File: config.mk
export PLATFORM = sky130hd
export DESIGN_NAME = riscv_fetch
export DESIGN_NICKNAME = d
export VERILOG_FILES = /design/src/rtl/riscv_pkg.sv /design/src/rtl/fetch_fifo.sv /design/src/rtl/riscv_fetch.sv
export SDC_FILE = /design/constraint.sdc
export NUM_CORES = 1
export LEC_CHECK = 0
export ABC_AREA = 1
export CORE_MARGIN = 8
export CORE_UTILIZATION = 46
export CTS_BUF_LIST = sky130_fd_sc_hd__clkbuf_4 sky130_fd_sc_hd__clkbuf_8 sky130_fd_sc_hd__clkbuf_16
export DETAILED_ROUTE_END_ITERATION = 6
export GPL_TIMING_DRIVEN = 0
export HOLD_SLACK_MARGIN = 0.02
export PLACE_DENSITY = 0.87
export SLEW_MARGIN = 15
export SYNTH_ARGS = -nofsm -noshare
export SYNTH_HDL_FRONTEND = slang
export SYNTH_SLANG_ARGS = --single-unit
File: constraint.sdc
create_clock -name clk -period 4.2 [get_ports clk]
set_input_delay 0.63 -clock clk [delete_from_list [all_inputs] [get_ports clk]]
set_output_delay 0.63 -clock clk [all_outputs]
set_load 0.005 [all_outputs]
File: src/rtl/riscv_pkg.sv
// ---------------------------------------------------------------------------
// riscv_pkg
// Shared definitions for the instruction fetch slice.
//   XLEN          : architectural register / address width
//   NOP_INSTR     : canonical RV32I NOP encoding (addi x0, x0, 0)
//   fetch_entry_t : one fetch-buffer entry, instruction word plus its address
// ---------------------------------------------------------------------------
package riscv_pkg;

   localparam int XLEN = 32;

   localparam logic [XLEN-1:0] NOP_INSTR = 32'h0000_0013;

   typedef struct packed {
      logic [XLEN-1:0] pc;
      logic [XLEN-1:0] instr;
   } fetch_entry_t;

endpackage : riscv_pkg

File: src/rtl/fetch_fifo.sv
// ---------------------------------------------------------------------------
// fetch_fifo
// In-order fetch buffer holding fetch_entry_t words, first-word fall-through.
//   clk       : clock, rising edge
//   reset     : synchronous active-high reset, empties the buffer
//   flush     : empties the buffer (redirect); wins over push and pop
//   push      : write push_data at the tail (caller guarantees not full)
//   push_data : entry to write
//   pop       : retire the head entry (caller guarantees not empty)
//   head      : current head entry, meaningful only while count != 0
//   count     : number of valid entries, 0..DEPTH
// ---------------------------------------------------------------------------
module fetch_fifo
   import riscv_pkg::*;
#(
   parameter int DEPTH = 2
) (
   input  logic                         clk,
   input  logic                         reset,
   input  logic                         flush,
   input  logic                         push,
   input  fetch_entry_t                 push_data,
   input  logic                         pop,
   output fetch_entry_t                 head,
   output logic [$clog2(DEPTH+1)-1:0]   count
);

   localparam int PTR_W = $clog2(DEPTH);
   localparam int CNT_W = $clog2(DEPTH + 1);

   fetch_entry_t     mem [DEPTH];
   logic [PTR_W-1:0] rd_ptr;
   logic [PTR_W-1:0] wr_ptr;

   // Pointers wrap explicitly so DEPTH need not be a power of two.
   function automatic logic [PTR_W-1:0] ptr_inc(input logic [PTR_W-1:0] p);
      return (p == PTR_W'(DEPTH - 1)) ? '0 : p + PTR_W'(1);
   endfunction

   // NOTE: the storage array has no reset; entries are only ever read
   // while count says they are valid, so clearing them would buy nothing.
   always_ff @(posedge clk) begin
      if (push) begin
         mem[wr_ptr] <= push_data;
      end
   end

   // NOTE: every register here is assigned with <= so all of them sample
   // the pre-edge values; a blocking = would let later lines see new values.
   always_ff @(posedge clk) begin
      if (reset || flush) begin
         rd_ptr <= '0;
         wr_ptr <= '0;
         count  <= '0;
      end else begin
         if (push) wr_ptr <= ptr_inc(wr_ptr);
         if (pop)  rd_ptr <= ptr_inc(rd_ptr);
         case ({push, pop})
            2'b10:   count <= count + CNT_W'(1);
            2'b01:   count <= count - CNT_W'(1);
            default: count <= count;
         endcase
      end
   end

   assign head = mem[rd_ptr];

endmodule : fetch_fifo

File: src/rtl/riscv_fetch.sv
// ---------------------------------------------------------------------------
// riscv_fetch
// Instruction fetch stage: PC generation, credit-based request issue to a
// one-cycle-latency instruction memory, and a small in-order fetch buffer
// feeding decode with a valid/ready handshake. Redirects flush everything.
//   clk, reset             : clock; synchronous active-high reset
//   pc_init                : PC loaded while reset is high
//   redirect_e/redirect_pc : one-cycle redirect pulse and its target
//   imem_req/imem_addr     : memory read request and address
//   imem_rdata             : read data, valid the cycle after a request
//   if_valid/if_ready      : head-of-buffer handshake with decode
//   if_instr/if_pc         : head instruction and its address
//   fetch_cnt              : completed-transfer counter, present only when
//                            the FETCH_STATS_EN macro is defined
// ---------------------------------------------------------------------------
module riscv_fetch
   import riscv_pkg::*;
#(
   parameter int          BUF_DEPTH = 2,
   parameter int unsigned PC_STEP   = 4
) (
   input  logic            clk,
   input  logic            reset,
   input  logic [XLEN-1:0] pc_init,
   input  logic            redirect_e,
   input  logic [XLEN-1:0] redirect_pc,
   output logic            imem_req,
   output logic [XLEN-1:0] imem_addr,
   input  logic [XLEN-1:0] imem_rdata,
   output logic            if_valid,
   input  logic            if_ready,
   output logic [XLEN-1:0] if_instr,
   output logic [XLEN-1:0] if_pc
`ifdef FETCH_STATS_EN
   ,
   output logic [31:0]     fetch_cnt
`endif
);

   localparam int              CNT_W  = $clog2(BUF_DEPTH + 1);
   localparam logic [XLEN-1:0] PC_INC = XLEN'(PC_STEP);

   logic [XLEN-1:0] pc;
   logic            inflight;
   logic [XLEN-1:0] inflight_pc;
   logic [CNT_W-1:0] count;
   logic [CNT_W:0]  occupancy;
   logic            push;
   logic            pop;
   fetch_entry_t    push_entry;
   fetch_entry_t    head;

   // NOTE: each output of this block gets a value on every path (defaults
   // first), otherwise synthesis would infer latches to hold old values.
   always_comb begin
      if_valid   = 1'b0;
      if_instr   = '0;
      if_pc      = '0;
      imem_req   = 1'b0;
      push       = 1'b0;
      push_entry = '{pc: inflight_pc, instr: imem_rdata};

      if_valid = !reset && (count != '0);
      if (if_valid) begin
         if_instr = head.instr;
         if_pc    = head.pc;
      end
      pop = if_valid && if_ready;

      // Slots already owed: buffered entries plus the response in flight,
      // less the one leaving this cycle. One extra bit keeps the sum exact.
      occupancy = {1'b0, count} + (CNT_W+1)'(inflight) - (CNT_W+1)'(pop);
      imem_req  = !reset && !redirect_e && (occupancy < (CNT_W+1)'(BUF_DEPTH));

      // A response arriving during a redirect belongs to the old path.
      push = inflight && !redirect_e && !reset;
   end

   assign imem_addr = pc;

   always_ff @(posedge clk) begin
      if (reset) begin
         pc       <= pc_init;
         inflight <= 1'b0;
      end else begin
         inflight <= imem_req;
         if (redirect_e) begin
            pc <= redirect_pc;
         end else if (imem_req) begin
            pc <= pc + PC_INC;
         end
      end
   end

   // Qualified by inflight, so it needs no reset.
   always_ff @(posedge clk) begin
      if (imem_req) begin
         inflight_pc <= pc;
      end
   end

   fetch_fifo #(
      .DEPTH (BUF_DEPTH)
   ) u_fetch_fifo (
      .clk       (clk),
      .reset     (reset),
      .flush     (redirect_e),
      .push      (push),
      .push_data (push_entry),
      .pop       (pop),
      .head      (head),
      .count     (count)
   );

`ifdef FETCH_STATS_EN
   // pop is already low during reset and never covers flushed entries.
   always_ff @(posedge clk) begin
      if (reset) begin
         fetch_cnt <= '0;
      end else if (pop) begin
         fetch_cnt <= fetch_cnt + 32'd1;
      end
   end
`endif

endmodule : riscv_fetch

# [Word level (Yosys, flattened, before mapping)]
# Memories as Yosys holds them, arrays and structs flattened. A register that Yosys moved wholly into a read port is not among the register bits.
# Index checks and enable logic that the tools add are counted.
# W data, S select, Z words.
[op_classes] n_mux=12 eq_ne=2 addsub=7 magnitude_cmp=1 n_reduce_logical=12
[op_table] operator="$mux W32" count=5
[op_table] operator="$add A32 B3 Y32 const B" count=1
[op_table] operator="$logic_and A1 B1 Y1" count=6
[op_table] operator="$mux W1" count=6
[op_table] operator="$pmux W2 S2" count=1
[op_table] operator="$reduce_bool A2 Y1" count=2
[op_table] operator="$add A2 B1 Y3" count=1
[op_table] operator="$lt A3 B2 Y1 const B" count=1
[op_table] operator="$reduce_bool A3 Y1" count=1
[op_table] operator="$sub A3 B1 Y3" count=1
[op_table] operator="$add A1 B1 Y1 const B" count=2
[op_table] operator="$add A2 B1 Y2 const B" count=1
[op_table] operator="$eq A2 B1 Y1 const B" count=1
[op_table] operator="$eq A2 B2 Y1 const B" count=1
[op_table] operator="$logic_not A1 Y1" count=2
[op_table] operator="$sub A2 B1 Y2 const B" count=1
[op_table] operator="$logic_or A1 B1 Y1" count=1
[word_totals] mem_count=1 out_inout_bits=98 ramBits=128 word_cells=41 regBits=69 input_bits=100
[mem_list] memory="u_fetch_fifo.mem" depth=2 width=64 rd=1 rd_ports_with_merged_regs=1 write_ports=1 line="fetch_fifo.sv:31" rtl="fetch_entry_t mem [DEPTH];"

# [Logic depth before layout (Yosys ltp)]
[depth] depth_word=9 mapped_depth=11 ltp_nobuf=11

# [Modules after synthesis]
# Synthesis repeated with hierarchy kept, for this count alone.
[hier_totals] hier_cells=787 area_unflattened_um2=9240.1
[by_module_without_submodules] module="fetch_fifo" seq_area_each_um2=3943.8 area_per_inst_um2=5141.2 instances=1 cells_per_inst=231
[by_module_without_submodules] module="riscv_fetch" seq_area_each_um2=1941.9 area_per_inst_um2=4098.9 instances=1 cells_per_inst=556

# [Worst setup path before layout]
# No wires, ideal clock.
[synth_timing] path_type="input port to flip-flop" startpoint="in redirect_e" endpoint="mem u_fetch_fifo.mem[1][0] (netlist bit), enable pin" path_buffers=1 stages=4 t_arrival_ps=3766 required_time_ps=3712 path_slack_ps=-53 setup_time_ps=488 path_cell_list="buf_2 -> nor2_8 -> nand2_1 -> nor2_1"
[synth_via] elab_chain_cells=5
[synth_lines] element="start: declaration" line="riscv_fetch.sv:25" rtl="input logic redirect_e,"
[synth_lines] element="$logic_not A1 Y1" line="riscv_fetch.sv:76" rtl="push = inflight && !redirect_e && !reset;"
[synth_lines] element="$logic_and A1 B1 Y1 (2 in series)" line="riscv_fetch.sv:76"
[synth_lines] element="$mux W1" line="fetch_fifo.sv:43" rtl="if (push) begin"
[synth_lines] element="$mux W1 (not written as such)" line="fetch_fifo.sv:44" rtl="mem[wr_ptr] <= push_data;"
[synth_lines] element="end: declaration" line="fetch_fifo.sv:31"
# Every way passes these cells.

# [Worst setup path in the final report]
[layout_timing] startpoint="reg u_fetch_fifo.count[1]" endpoint="out imem_req"
[layout_via] elab_chain_cells=6 word_cells_on_any_way=7 cone_classes="2 x add/sub; 1 x order compare; 4 x reduce/logical"
[layout_lines] element="start: declaration" line="fetch_fifo.sv:25" rtl="output logic [$clog2(DEPTH+1)-1:0] count"
[layout_lines] element="start signal: assignment" line="fetch_fifo.sv:59" rtl="2'b10: count <= count + CNT_W'(1);"
[layout_lines] element="start signal: assignment" line="fetch_fifo.sv:60" rtl="2'b01: count <= count - CNT_W'(1);"
[layout_lines] element="start signal: assignment" line="fetch_fifo.sv:61" rtl="default: count <= count;"
[layout_lines] element="$reduce_bool A2 Y1" line="riscv_fetch.sv:63" rtl="if_valid = !reset && (count != '0);"
[layout_lines] element="$logic_and A1 B1 Y1" line="riscv_fetch.sv:63"
[layout_lines] element="$logic_and A1 B1 Y1" line="riscv_fetch.sv:68" rtl="pop = if_valid && if_ready;"
[layout_lines] element="net pop" line="riscv_fetch.sv:49" rtl="logic pop;"
[layout_lines] element="$sub A3 B1 Y3" line="riscv_fetch.sv:72" rtl="occupancy = {1'b0, count} + (CNT_W+1)'(inflight) - (CNT_W+1)'(pop);"
[layout_lines] element="$lt A3 B2 Y1" line="riscv_fetch.sv:73" rtl="imem_req = !reset && !redirect_e && (occupancy < (CNT_W+1)'(BUF_DEPTH));"
[layout_lines] element="$logic_and A1 B1 Y1" line="riscv_fetch.sv:73"
[layout_lines] element="end: declaration" line="riscv_fetch.sv:27" rtl="output logic imem_req,"
# The timed path passes the listed nets, and every way through them passes these cells.

==> impl_metrics.ini <==
[grt]
grt_overflow = 0
grt_pass1_vias = 6316
use_met1_pct = 20.74
use_met3_pct = 4.411
grt_pass1_wl_mm = 32.97
grt_antenna_before_repair = 0
grt.met2_usage_pct = 31.08
gr-usage-all-layers_pct = 17.80
grt_max_degree = 31
busiest_layer = met2

[routing]
drt_iter0_markers = 431
drt_wl_total_mm = 21.44
firstDrtPassIters = 7
vias_per_cell = 4.871
vias = 6211
drc = 0
routedWlPerCell_um = 16.81
postRouteAntennaNets = 0

[timing]
fin_crit_ns = 3.962
worstMarginPinSlew_ns = 0.8618
fin_crit_sh_pct = 94.34
setup_viol_count_final = 0
relSlewSlack_pct = 42.41
drv_slew = 0
rsz0062_at_grt = false
skew_ns = 0.007654
whs_ns = 0.4476
hold_violations = 0
fmax_mhz = 252.4
final.setup.tns_ns = 0

[yosys]
synth_top_area_share_pct = 64.58
synth-seq-cells = 198
syn_area_um2 = 8927
avgSynthCellArea_um2 = 11.49
netlist_instances = 777
syn_nets = 881
netlist-cell-type-count = 28
yosysSeqAreaShare_pct = 65.93
ys_warn_count = 0
synthTopCellsByArea = edfxtp_1 (65%), nand2_1 (9.0%), mux2_2 (8.1%), inv_1 (4.5%), nand3_1 (4.1%)
yosys.area.top_type = edfxtp_1

[pwr]
p_per_area_nw_per_um2 = 363.4
p_leak_nw = 4.809
p_total_mw = 4.367
ir_worst_vdd_mv = 0.3030

[layout]
drive_gt1_share_pct = 14.36
layout.nets = 1101
fin_area_um2 = 12020
antennaDiodeCount = 0
final_cell_mix = nand2_1 (212), clkdlybuf4s50_1 (195), edfxtp_1 (192)
final_cells = 1275
syn_to_final_growth_pct = 34.60
nFillCells = 1492
final_common_cell = nand2_1

[setup_path]
crit_path_start_kind = register
critPathMaxStageDelay_ns = 0.53
critPathMaxFanout = 23
cp-end-kind = output port
critical_path.slowest_cell = clkdlybuf4s50_1
cp.required_ns = 3.57
crit_type = register to output port
worstPathArrival_ns = 3.33
path_cells = inv_1, a21oi_4, nand2_1, inv_1, ha_1, inv_1, nand2_1, fa_1, xnor2_1, nand2_1, nor2_4, buf_16, clkdlybuf4s50_1

[clocking]
clock_sinks = 198
cts-root-buf = clkbuf_16
cts_buffer_depth = 2
cts_buffers = 17
cts_tree = built
path_clk_slew_ns = 0.07
cts-htree-levels = 4
clk_latency_ns = 0.43

[place]
gp_congestion = 0.9063
post-dp-hpwl_mm = 16.06
placed_cells = 1242
dpl_cell_area_um2 = 11370
portBuffers = 195

[die]
start_util_pct = 46.33
dieArea_um2 = 24120
core-area_um2 = 19270
die_width_um = 155.3
ios = 198
die_h_um = 155.3
rows = 51

[worst_hold_path]
worstHoldPathType = register to register

[outcome]
status = completed

[run]
cap_violations = 0
## state kept, by name, summed over array words and instances (netlist names), named ones only
signal and flops:
inflight_pc 32, u_fetch_fifo.rd_ptr 1, inflight 1, imem_addr 32, u_fetch_fifo.count 2, u_fetch_fifo.mem 128
u_fetch_fifo.wr_ptr 1
## cells in the mapped netlist (all sizes together)
cell and instances:
ha 3, buf 26, o211ai 2, clkbuf 2, nand2 218, edfxtp 192
nand3 74, nor2 49, fa 1, and2 2, xor2 6, a21oi 5
o21bai 12, mux2 64, xnor2 1, o21ai 5, dfxtp 6, nor3 1
inv 108
## layout make-up
cell class,count,area [um^2],area share (%)
Buffer,28,161.4,1.343
Multi-Input combinational cell,443,2507,20.87
Sequential cell,198,5886,48.98
Timing Repair Buffer,201,2097,17.45
Clock inverter,10,140.1,1.166
Inverter,108,405.4,3.374
Clock buffer,22,488.0,4.061
Tap cell,265,331.6,2.759
## per-layer routing
layer,up-vias,routed length (um)
li1,3031,-
met1,2903,8998
met2,241,10700
met3,36,1255
met4,0,482
met5,-,0
## worst max-delay path: cells and delay by family, from the launching register on
kind	cells	cell delay [ns]
simple gates	4	0.52
compound gates	1	0.20
fa+ha+maj	2	0.60
xor+xnor	1	0.17
flops	1	0.40
buf+inv	5	0.99
## report_power, final
part           internal, mW  switching [mW]
sequential             2.25          0.0700
combinational         0.202           0.150
clock                  1.01           0.688
total                  3.46           0.908
## path summary, 6_finish.rpt
check | from | end | slack (ns) | cells after the start
worst min-delay path | inflight_pc[26] | u_fetch_fifo.mem[0][58] | 0.45 | 0
worst max-delay path | u_fetch_fifo.count[1] | imem_req | 0.24 | 13
worst min register to register | inflight_pc[26] | u_fetch_fifo.mem[0][58] | 0.45 | 0
worst max register to register | u_fetch_fifo.count[1] | imem_addr[25] | 1.25 | 11
## per-stage QoR
stage	setup WS, ns	utilization [%]
after global routing	0.004786	62.36
after CTS	0.1959	62.32
after global placement	-1.578	58.20
after floorplan	0.1428	-
after detailed placement	0.09529	59.02
final	0.2377	62.36
## cells by family after synthesis
logic type      synth area share (%)
mux                            8.073
xor+xnor                      0.6868
fa+ha+maj                     0.6448
compound gates                 1.780
buf+inv                        6.349
simple gates                   16.54
flops                          65.93
## repair_timing
item	CTS	global route
hold buffers	0	0
setup buffers	1	0
resized for setup	0	1
setup endpoints to repair	1	1
pin swaps	1	0
(Power assumes the default switching activity.)
